`config.mk`:
```
export PLATFORM = sky130hd
export DESIGN_NAME = fetch_queue
export DESIGN_NICKNAME = d
export VERILOG_FILES = /design/src/rtl/fetch_queue.sv
export SDC_FILE = /design/constraint.sdc
export NUM_CORES = 1
export LEC_CHECK = 0
export CAP_MARGIN = 20
export CORE_MARGIN = 1
export CORE_UTILIZATION = 46
export DETAILED_ROUTE_END_ITERATION = 6
export HOLD_SLACK_MARGIN = 0.08
export PLACE_DENSITY_LB_ADDON = 0.2
export SLEW_MARGIN = 20
export SYNTH_ARGS = -nofsm -noshare
export SYNTH_HDL_FRONTEND = slang
export SYNTH_SLANG_ARGS = --single-unit
```
`constraint.sdc`:
```
create_clock -name clock -period 2.6 [get_ports clock]
set_input_delay 0.78 -clock clock [delete_from_list [all_inputs] [get_ports clock]]
set_output_delay 0.78 -clock clock [all_outputs]
set_load 0.03 [all_outputs]
```
`src/rtl/fetch_queue.sv`:
```
// fetch_queue: fetch PC, in-order imem requests, DEPTH-entry instruction queue.
// Define FETCH_QUEUE_BYPASS_EN for a same-cycle rsp->decode path on an empty queue.
module fetch_queue #(
  parameter int unsigned DEPTH    = 4,
  parameter logic [31:0] RESET_PC = 32'h0040_0000
) (
  input  logic        clock,
  input  logic        reset,
  input  logic        redirect_valid,
  input  logic [31:0] redirect_addr,
  output logic        imem_req_valid,
  input  logic        imem_req_ready,
  output logic [31:0] imem_req_addr,
  input  logic        imem_rsp_valid,
  input  logic [31:0] imem_rsp_data,
  output logic        inst_valid,
  input  logic        inst_ready,
  output logic [31:0] inst_data,
  output logic [31:0] inst_pc
);
  localparam int AW = $clog2(DEPTH);
  localparam int CW = AW + 1;

  logic [31:0]   fetch_pc;
  logic [31:0]   rsp_pc;
  logic [CW-1:0] count;
  logic [CW-1:0] inflight;
  logic [CW-1:0] drop_cnt;
  logic [AW-1:0] rd_ptr;
  logic [AW-1:0] wr_ptr;
  logic [31:0]   data_q [DEPTH];
  logic [31:0]   pc_q   [DEPTH];
  logic [CW:0]   used;
  logic [31:0]   target;
  logic          req_fire;
  logic          take;
  logic          byp;
  logic          byp_fire;
  logic          push;
  logic          pop;

  assign target   = redirect_addr & ~32'h3;
  assign used     = {1'b0, count} + {1'b0, inflight};
  // credits cover queued words plus in-flight requests, so no overflow
  assign imem_req_valid = reset && !redirect_valid
                       && (used < (CW+1)'(DEPTH));
  assign imem_req_addr  = fetch_pc;
  assign req_fire = imem_req_valid && imem_req_ready;
  assign take     = imem_rsp_valid && (drop_cnt == '0)
                 && !redirect_valid;
  assign pop      = (count != '0) && inst_ready;

`ifdef FETCH_QUEUE_BYPASS_EN
  assign byp = reset && take && (count == '0);
`else
  assign byp = 1'b0;
`endif

  assign byp_fire = byp && inst_ready;
  assign push     = take && !byp_fire;

  always_comb begin
    inst_valid = (count != '0) || byp;
    inst_data  = data_q[rd_ptr];
    inst_pc    = pc_q[rd_ptr];
    if (byp) begin
      inst_data = imem_rsp_data;
      inst_pc   = rsp_pc;
    end
  end

  always_ff @(posedge clock or negedge reset) begin
    if (!reset) begin
      fetch_pc <= RESET_PC;
      rsp_pc   <= RESET_PC;
      count    <= '0;
      inflight <= '0;
      drop_cnt <= '0;
      rd_ptr   <= '0;
      wr_ptr   <= '0;
      for (int unsigned i = 0; i < DEPTH; i++) begin
        data_q[i] <= '0;
        pc_q[i]   <= '0;
      end
    end else begin
      inflight <= inflight + CW'(req_fire)
                - CW'(imem_rsp_valid);
      if (redirect_valid) begin
        fetch_pc <= target;
        rsp_pc   <= target;
        // a response landing this cycle is already gone
        drop_cnt <= inflight - CW'(imem_rsp_valid);
        count    <= '0;
        rd_ptr   <= '0;
        wr_ptr   <= '0;
      end else begin
        if (req_fire)
          fetch_pc <= fetch_pc + 32'd4;
        if (take)
          rsp_pc <= rsp_pc + 32'd4;
        if (imem_rsp_valid && (drop_cnt != '0))
          drop_cnt <= drop_cnt - CW'(1);
        if (push) begin
          data_q[wr_ptr] <= imem_rsp_data;
          pc_q[wr_ptr]   <= rsp_pc;
          wr_ptr         <= wr_ptr + AW'(1);
        end
        if (pop)
          rd_ptr <= rd_ptr + AW'(1);
        count <= count + CW'(push) - CW'(pop);
      end
    end
  end
endmodule

```
# After elaboration in Yosys (flattened, before gate mapping)
# Index checks and enable logic that the tools add are counted.
# totals
regBits	333
out_inout_bits	98
# classes
add_sub_neg	11
n_lt_le_gt_ge	4
muxes	21
bitwise	3
n_reduce_logical	17
# op_table
operator	n
$mux W32	9
$bwmux W128	2
$bmux W32 S2	2
$add A32 B3 Y32 const B	2
$demux W32 S2	1
$mux W3	3
$sub A3 B1 Y3	3
$logic_and A1 B1 Y1	8
$mux W2	4
$reduce_bool A2 Y1	4
$add A3 B1 Y3	2
$ge A3 B3 Y1 const B	2
$not A2 Y3	2
$reduce_bool A3 Y1	2
$add A2 B1 Y2 const B	2
$add A3 B3 Y4	1
$lt A4 B3 Y1 const B	1
$logic_not A3 Y1	1
$lt A3 B1 Y1 const B	1
$sub A3 B1 Y3 const B	1
$reduce_and A2 Y1	1
$logic_not A1 Y1	1
$not A1 Y1	1

# Longest topological paths before layout
# Gate-level depths: netlist (run 1).
# depth
word_depth	6
mapped_depth	13
ltp_nobuf	12

# Worst setup path before layout (run 1)
# Ideal clock, no wire load.
# synth_path
path_kind	input port to flip-flop
from	in redirect_valid
to	reg inflight[2]
setup_time_ns	0.123
arrival_time_ns	2.675
required_ns	2.477
slack_ns	-0.198
path_stages	12
path_buffers	2
path_cell_list	nor3_1 > and4_1 > buf_2 > inv_2 > clkbuf_1 > ha_1 > inv_1 > ha_1 > inv_1 > fa_1 > xnor2_1 > xnor2_1
# synth_via
elab_chain_len	6
# synth_lines
item	line_no	rtl
start: declaration	9	input logic redirect_valid,
$logic_not A1 Y1	45	assign imem_req_valid = reset && !redirect_valid
$logic_and A1 B1 Y1	45	
$logic_and A1 B1 Y1	46	&& (used < (CW+1)'(DEPTH));
$logic_and A1 B1 Y1	48	assign req_fire = imem_req_valid && imem_req_ready;
$add A3 B1 Y3	86	inflight <= inflight + CW'(req_fire)
$sub A3 B1 Y3	87	- CW'(imem_rsp_valid);
end signal: assignment	86	
end: declaration	27	logic [CW-1:0] inflight;
# No other way between the ends.
# A chain may end at the register's enable or synchronous reset.

# Final worst setup path (run 1)
# layout_path
from	reg rd_ptr[0]
to	out inst_pc[13]
# layout_via
elab_chain_len	4
# layout_lines
item	line_no	rtl
start: declaration	29	logic [AW-1:0] rd_ptr;
start signal: assignment	109	rd_ptr <= rd_ptr + AW'(1);
$not A2 Y3 (implied by the code)	65	inst_pc = pc_q[rd_ptr];
$bmux W32 S2	65	
$mux W32 (implied by the code) (2 in a row)	65	
end: declaration	19	output logic [31:0] inst_pc
# No other way between the ends. The select of a mux whose other input is x is not followed.

==> qor.txt, run 1 <==
run status = finished with violations
number of max-cap violations = 0
flops & latches, synth = 321
Via density = 5.57
Tcrit/Tclk final = 1.09
CP Launch Type = flip-flop
Hold Crit Class = in -> async
Main synth FF type = dfrtp_1
clk slew on worst S/H paths = 0.06 ns
crit path max-delay cell type = mux4_2
Final Non-Filler Cells = 1702
setup violators final = 62
Worst Path Arrival = 2.06 ns
cell area after synthesis = 14900 µm²
largest net degree at the start of global routing = 162
Synth area leaders = dfrtp_1 (54%), mux2_2 (18%), mux4_2 (9.4%)
CP max stage delay = 0.55 ns
clock sink total = 321
CP top delay family = multiplexers
first drt pass iteration count = 4
die height = 182 µm
vias after detailed routing = 9478
Setup Skew = 0.0109 ns
Crit. End Element = output port
peak supply drop = 0.442 mV
multi-input combinational cell area = 6470 µm²
Slew @ Worst Pin = 0.894 ns
PD cells = 1030 nW/µm²
R2R setup slack = 0.14 ns
Tmin final = 2.84 ns
WP buf/inv = 3
register area share after synthesis = 0.540
RSZ-0062 raised after global routing = true
final worst setup slack = -0.236 ns
Critical Path, Cell by Cell = buf_12, buf_12, mux4_2, buf_6
CTS tree = done
synthesized area per cell = 13.7 µm²
Fin. Hold Viols = 0
FF-to-FF Start = count[1]$_DFF_PN0_
Reg area = 8040 µm²
Clock Latency Late Sink = 0.50 ns
Die X = 182 µm
Post-synth top cells = dfrtp_1 (319), mux2_2 (240), nand2_1 (64)
Rows = 65
share of the synthesized area in the top cell type = 0.537
relative slew slack = 0.404
Post-synth EDFFs = 0
PortBufs = 161
n_diodes = 0
total I/O pin count = 168
first-pass GRT wire length = 54200 µm
# DRC = 0
drt total wl = 33300 µm
Initial DRC Count = 479
share of layout cells above drive strength 1 = 0.397
top-count cell post-synth = dfrtp_1
setup TNS = -8.96 ns
area grow syn2layout = 26.5%
r2r endpoint = imem_req_addr[6]$_DFFE_PN0P_
number of global-route vias before repair = 9842
reg2reg path depth = 7
nets = 1367
synth warn = 0
CP Class = reg -> out
fillers = 2496
post-synthesis instance total = 1084
Starting Density = 0.469
Top cell by count, worst path = buf_12
Max Freq = 353 MHz
die area = 33100 µm²
clock root buffer = clkbuf_16
TritonCTS buffer count = 36
CP max FO = 7
total core area = 31700 µm²
total grt overflow = 0
Final Max Tran Viols = 0
Total Routing Usage GR = 0.209
Data required, critical path = 1.82 ns
ys async rst share = 1.00
cell taking the most area after synthesis = dfrtp_1
remaining antenna violation count = 0
placer congestion estimate = 0.834
drt wl/cell = 19.6 µm
dpl cells = 1625
maximum clock path buffer count = 3
hold_buf cts = 0
initial antenna violation count = 1
Unique masters post-synth = 58
Pleak = 8.52 nW
DP HPWL = 22100 µm
failing checks = setup timing
H-tree depth = 2
kinds of logic (layout without fill, tap and decap cells):
group | after synthesis | count (layout) | share of synthesized area
compound gates | 95 | 95 | 0.0391
xor+xnor | 43 | 43 | 0.0253
fa+ha+maj | 18 | 18 | 0.0161
buf+inv | 99 | 312 | 0.0295
flops | 321 | 321 | 0.540
mux | 306 | 306 | 0.278
other cells | 1 | 4 | 0.000252
simple gates | 201 | 201 | 0.0712
layout make-up:
type,instances,share of cell area
multi-input cells,667,0.344
flip-flops and latches,321,0.427
repair buffers,229,0.137
well taps,402,0.0267
clock buffers,50,0.0555
clock inverters,9,0.00525
inverters,24,0.00492
per-stage QoR:
step	area (µm²)	power, mW	setup WS (ns)	hold WS, ns	util
6_report	18800	19.4	-0.236	0.324	0.593
5_1_grt	18800	20.4	-0.274	0.335	0.593
4_1_cts	18800	19.6	-0.293	0.317	0.592
3_5_place_dp	17200	13.8	-0.216	0.466	0.542
3_3_place_gp	17200	13.7	-0.214	0.456	0.542
2_1_floorplan	15000	11.2	0.0183	0.445	-
report_power, final:
group          switching [mW]  internal [mW]
Clock                    1.93           2.99
Sequential              0.729           6.15
Combinational            3.61           4.03
worst max path at each step:
| stage | slack, ns | end | start | cells after the start |
|---|---|---|---|---|
| 2_1_floorplan | 0.02 | inflight[2]$_DFF_PN0_ | redirect_valid | 12 |
| 3_3_place_gp | -0.21 | count[2]$_DFF_PN0_ | imem_rsp_valid | 11 |
| 3_5_place_dp | -0.22 | count[2]$_DFF_PN0_ | imem_rsp_valid | 11 |
| 4_1_cts | -0.29 | inst_pc[29] | rd_ptr[0]$_DFFE_PN0P_ | 5 |
| 5_1_grt | -0.27 | inst_data[31] | rd_ptr[0]$_DFFE_PN0P_ | 4 |
| 6_report | -0.24 | inst_pc[13] | rd_ptr[0]$_DFFE_PN0P_ | 4 |
placed cells by master (no fill, tap or decap), types with 5 or more instances in the layout:
cell type        count
nand2_1             60
buf_8                5
o311ai_0             6
buf_6               71
ha_1                14
clkdlybuf4s50_1     94
buf_4               33
mux4_2              62
dfrtp_1            317
nor2_1              26
xnor2_1             27
and4_1               5
a21oi_1             10
or3_1                6
o211ai_1            12
and3_1               6
nand3_1             32
nand2b_1             5
inv_1               20
o21ai_1             13
buf_12              20
clkbuf_1             6
clkbuf_8             7
nor3_1              13
clkbuf_16           37
nand4_1             15
xor2_1              15
o21ai_0             35
clkinv_2             6
mux2_2             240
layer usage:
| layer | routed length, µm | global-route usage | share of wire |
|---|---|---|---|
| met4 | 550 | 0.0464 | 0.017 |
| met1 | 15300 | 0.294 | 0.46 |
| met5 | 0 | 0 | 0 |
| met3 | 1770 | 0.0367 | 0.053 |
| met2 | 15700 | 0.339 | 0.47 |
repair_timing:
action	in CTS	in global routing
gates cloned	3	0
resized for setup	237	13
buffers inserted	14	2
endpoints found under the setup margin	63	63
state kept, by name, indices dropped and copies added (netlist names):
signal / flops
rd_ptr: 2
inflight: 3
drop_cnt: 3
wr_ptr: 2
pc_q: 120
count: 3
imem_req_addr: 30
data_q: 128
rsp_pc: 30
No activity file was read; power rests on OpenSTA's default activity.
==> run 2: changes to the inputs <==
GPL_ROUTABILITY_DRIVEN = 0   (was default)
SKIP_LAST_GASP = 1   (was default)
==> run 2 against run 1 <==
Against the previous run:
- the run still ends with setup timing left
- clock power is essentially flat
- sequential share of layout area is essentially flat
- utilization is essentially flat
- non-clock buffer count grew 1
- largest cell class unchanged
- clock skew shrank 0.00077 ns
- design area is essentially flat
- global-route usage is essentially flat
- sequential cell count is the same
- setup slack lost 0.0011 ns
- clock-buffer cell count is the same
- die area is the same
==> qor.txt, run 2 (same netlist as run 1, synthesis figures left out) <==
run status = finished with violations
failing checks = setup timing
total core area = 31700 µm²
Data required, critical path = 1.82 ns
CP max FO = 7
H-tree depth = 2
CP Class = reg -> out
PD cells = 1030 nW/µm²
PortBufs = 161
drt wl/cell = 19.6 µm
clock root buffer = clkbuf_16
die area = 33100 µm²
first-pass GRT wire length = 54300 µm
DP HPWL = 22100 µm
nets = 1368
Crit. End Element = output port
final worst setup slack = -0.237 ns
Clock Latency Late Sink = 0.50 ns
initial antenna violation count = 1
area grow syn2layout = 26.6%
peak supply drop = 0.442 mV
relative slew slack = 0.410
setup TNS = -9.17 ns
Rows = 65
Largest Register = data_q
Total Routing Usage GR = 0.209
drt total wl = 33300 µm
Die X = 182 µm
remaining antenna violation count = 0
final instance area = 18800 µm²
Slew @ Worst Pin = 0.885 ns
Tcrit/Tclk final = 1.09
WP buf/inv = 3
max reg flops = 128
Final Max Tran Viols = 0
Max Freq = 352 MHz
clk slew on worst S/H paths = 0.06 ns
TritonCTS buffer count = 36
post-place instance area = 17200 µm²
CP max stage delay = 0.55 ns
setup violators final = 62
commonest non-fill, non-tap cell in the layout = dfrtp_1
CP Launch Type = flip-flop
# DRC = 0
n_diodes = 0
total grt overflow = 0
end-of-flow core utilization = 0.594
RSZ-0062 raised after global routing = true
Setup Skew = 0.0102 ns
vias after detailed routing = 9538
Top cell by count, worst path = buf_12
Critical Path, Cell by Cell = buf_12, buf_12, mux4_2, buf_6
Initial DRC Count = 530
Starting Density = 0.469
CP top delay family = multiplexers
Power, Total = 19.4 mW
Tmin final = 2.84 ns
Hold Crit Class = in -> async
first drt pass iteration count = 5
die height = 182 µm
Worst Path Arrival = 2.06 ns
share of layout cells above drive strength 1 = 0.397
CTS tree = done
Pleak = 8.53 nW
number of max-cap violations = 0
clock sink total = 321
largest net degree at the start of global routing = 162
maximum clock path buffer count = 3
total I/O pin count = 168
Via density = 5.60
Largest regs = data_q: 128 flops, pc_q: 120 flops
number of global-route vias before repair = 9846
most frequent cells in the layout = dfrtp_1 (317), mux2_2 (240), clkdlybuf4s50_1 (94)
crit path max-delay cell type = mux4_2
Fin. Hold Viols = 0
run 2: final timing paths:
| path | from | endpoint | slack, ns | cells past startpoint |
|---|---|---|---|---|
| setup / recovery | rd_ptr[0]$_DFFE_PN0P_ | inst_pc[13] | -0.24 | 4 |
| min in group clock | pc_q[58]$_DFFE_PN0P_ | pc_q[58]$_DFFE_PN0P_ | 0.48 | 2 |
| hold reg to reg | pc_q[58]$_DFFE_PN0P_ | pc_q[58]$_DFFE_PN0P_ | 0.48 | 2 |
| hold / removal | reset | data_q[113]$_DFFE_PN0P_ | 0.32 | 2 |
| max in group asynchronous | reset | pc_q[63]$_DFFE_PN0P_ | 1.06 | 3 |
| setup reg to reg | count[1]$_DFF_PN0_ | imem_req_addr[6]$_DFFE_PN0P_ | 0.13 | 7 |
run 2: per-stage QoR:
| step | instances | hold slack, ns | setup slack, ns |
|---|---|---|---|
| final | 1703 | 0.323 | -0.237 |
| after global routing | 1703 | 0.335 | -0.274 |
| after CTS | 1701 | 0.317 | -0.294 |
| after detailed placement | 1625 | 0.466 | -0.216 |
| after global placement | 1625 | 0.456 | -0.214 |
| after floorplan | 1087 | 0.445 | 0.0183 |
run 2: per-layer routing:
metal / wire (µm) / GRT usage / up-vias
li1: - / - / 4331
met1: 15300 / 0.294 / 4901
met2: 15700 / 0.339 / 264
met3: 1760 / 0.0371 / 42
met4: 514 / 0.0461 / 0
met5: 0 / 0 / -
run 2: layout make-up:
type | count | area (µm²)
well taps | 402 | 503
multi-input cells | 667 | 6470
clock inverters | 9 | 98.8
inverters | 24 | 92.6
flip-flops and latches | 321 | 8040
fillers | 2494 | 12900
clock buffers | 50 | 1040
repair buffers | 230 | 2580
run 2: what timing repair did:
item,CTS,global route
setup buffers,14,3
setup endpoints to repair,63,63
gates cloned,3,0
resized for setup,201,58
hold buffers,0,0
run 2: where the power goes:
group	internal (mW)	switching, mW	total (mW)	leakage, nW
Combinational	4.03	3.61	7.64	3.75
Clock	2.99	1.93	4.91	0.569
Sequential	6.15	0.731	6.89	4.21
Total	13.2	6.27	19.4	8.53
==> run 3: changes to the inputs <==
TNS_END_PERCENT = 10   (was default)
==> run 3 against run 2 <==
Against the previous run:
- the run still ends with setup timing left
- utilization down 1.0 points
- via count down 0.46%
- setup slack worse by 0.014 ns
- power down 3.8%
- worst hold slack better by 0.00085 ns
- design area down 1.8%
- maximum frequency down 0.50%
- sequential power about the same
- largest cell class unchanged
- highest routed layer unchanged
==> qor.txt, run 3 (same netlist as run 1, synthesis figures left out) <==
number of max-cap violations = 0
vias after detailed routing = 9494
Starting Density = 0.469
clock root buffer = clkbuf_16
CP Launch Type = flip-flop
total grt overflow = 0
Power, Total = 18.7 mW
CP top delay family = buffers and inverters
Slew @ Worst Pin = 0.879 ns
crit path max-delay cell type = dfrtp_4
peak supply drop = 0.447 mV
setup TNS = -11.91 ns
Crit. End Element = output port
remaining antenna violation count = 0
max reg flops = 128
Min Hold Slack = 0.324 ns
setup violators final = 63
final instance area = 18500 µm²
first-pass GRT wire length = 54200 µm
Tcrit/Tclk final = 1.10
drt total wl = 33200 µm
Setup Skew = 0.0100 ns
die area = 33100 µm²
RSZ-0062 raised after global routing = true
CP Class = reg -> out
most frequent cells in the layout = dfrtp_1 (317), mux2_2 (240), clkdlybuf4s50_1 (96)
Largest regs = data_q: 128 flops, pc_q: 120 flops
die height = 182 µm
nets = 1358
Die X = 182 µm
Total Routing Usage GR = 0.208
clk slew on worst S/H paths = 0.06 ns
Tmin final = 2.85 ns
area grow syn2layout = 24.3%
maximum clock path buffer count = 3
Clock Latency Late Sink = 0.50 ns
PD cells = 1010 nW/µm²
drt wl/cell = 19.6 µm
CP max stage delay = 0.52 ns
H-tree depth = 2
commonest non-fill, non-tap cell in the layout = dfrtp_1
TritonCTS buffer count = 36
Hold Crit Class = in -> async
initial antenna violation count = 1
PortBufs = 161
CP max FO = 8
Critical Path, Cell by Cell = buf_12, mux4_2, clkdlybuf4s15_1
total I/O pin count = 168
share of layout cells above drive strength 1 = 0.382
clock sink total = 321
# DRC = 0
run status = finished with violations
WP buf/inv = 2
Max Freq = 351 MHz
Largest Register = data_q
first drt pass iteration count = 5
Via density = 5.61
hold_buf cts = 0
Initial DRC Count = 457
end-of-flow core utilization = 0.583
CTS tree = done
Fin. Hold Viols = 0
post-place instance area = 17200 µm²
Worst Path Arrival = 2.07 ns
Data required, critical path = 1.82 ns
final worst setup slack = -0.251 ns
Rows = 65
DP HPWL = 22100 µm
n_diodes = 0
total core area = 31700 µm²
failing checks = setup timing
relative slew slack = 0.414
number of global-route vias before repair = 9787
largest net degree at the start of global routing = 162
Final Max Tran Viols = 0
Pleak = 8.39 nW
==> run 3: cell types whose count changed in the layout (fill, tap and decap cells not counted), sizes merged <==
cell,previous run,this run
buf,133,107
dlygate4sd2,1,10
clkdlybuf4s50,94,96
dlymetal6s2s,1,0
clkbuf,51,50
clkdlybuf4s15,0,7
==> run 3: final cells by class <==
| type | count | area (µm²) |
|---|---|---|
| clock buffers | 50 | 1040 |
| clock inverters | 9 | 98.8 |
| fillers | 2538 | 13200 |
| inverters | 24 | 92.6 |
| multi-input cells | 667 | 6470 |
| flip-flops and latches | 321 | 8040 |
| well taps | 402 | 503 |
| repair buffers | 220 | 2240 |
==> run 3: what timing repair did <==
action                                  4_1_cts  5_1_grt
endpoints found under the setup margin       63       64
cloned                                        2        0
setup buffers                                 3        5
resized for setup                            80       21
==> run 3: where the power goes <==
group | internal (mW) | switching [mW] | leakage [nW] | total, mW
Combinational | 3.46 | 3.45 | 3.61 | 6.91
Sequential | 6.15 | 0.730 | 4.21 | 6.88
Clock | 2.99 | 1.93 | 0.569 | 4.92
Total | 12.6 | 6.11 | 8.39 | 18.7
==> run 3: worst register-to-register path, cell delays in order (launching register included) <==
cell      delay, ns
dfrtp_1        0.44
ha_1           0.31
nand3_1        0.09
and4_1         0.25
buf_4          0.21
nor2_1         0.68
o21ai_0        0.24
o311ai_0       0.14
==> run 3: final timing paths <==
| path | from | endpoint | slack (ns) | depth (start not counted) |
|---|---|---|---|---|
| max in group asynchronous | reset | pc_q[63]$_DFFE_PN0P_ | 1.06 | 3 |
| min | reset | data_q[113]$_DFFE_PN0P_ | 0.32 | 2 |
| max | rd_ptr[0]$_DFFE_PN0P_ | inst_data[26] | -0.25 | 3 |
| min reg2reg | pc_q[21]$_DFFE_PN0P_ | pc_q[21]$_DFFE_PN0P_ | 0.48 | 2 |
| min in group clock | pc_q[21]$_DFFE_PN0P_ | pc_q[21]$_DFFE_PN0P_ | 0.48 | 2 |
| max reg2reg | count[1]$_DFF_PN0_ | imem_req_addr[6]$_DFFE_PN0P_ | 0.12 | 7 |
==> run 3: metal layers <==
metal  vias to the layer above  track usage  part of all wire
li1                       4316            -                 -
met1                      4868        0.293              0.46
met2                       264        0.338              0.47
met3                        46       0.0393             0.056
met4                         0       0.0464             0.017
met5                         -            0                 0
==> run 3: stage by stage <==
step | std cells | setup slack, ns
2_1_floorplan | 1087 | 0.0183
3_3_place_gp | 1625 | -0.214
3_5_place_dp | 1625 | -0.216
4_1_cts | 1689 | -0.312
5_1_grt | 1693 | -0.300
6_report | 1693 | -0.251
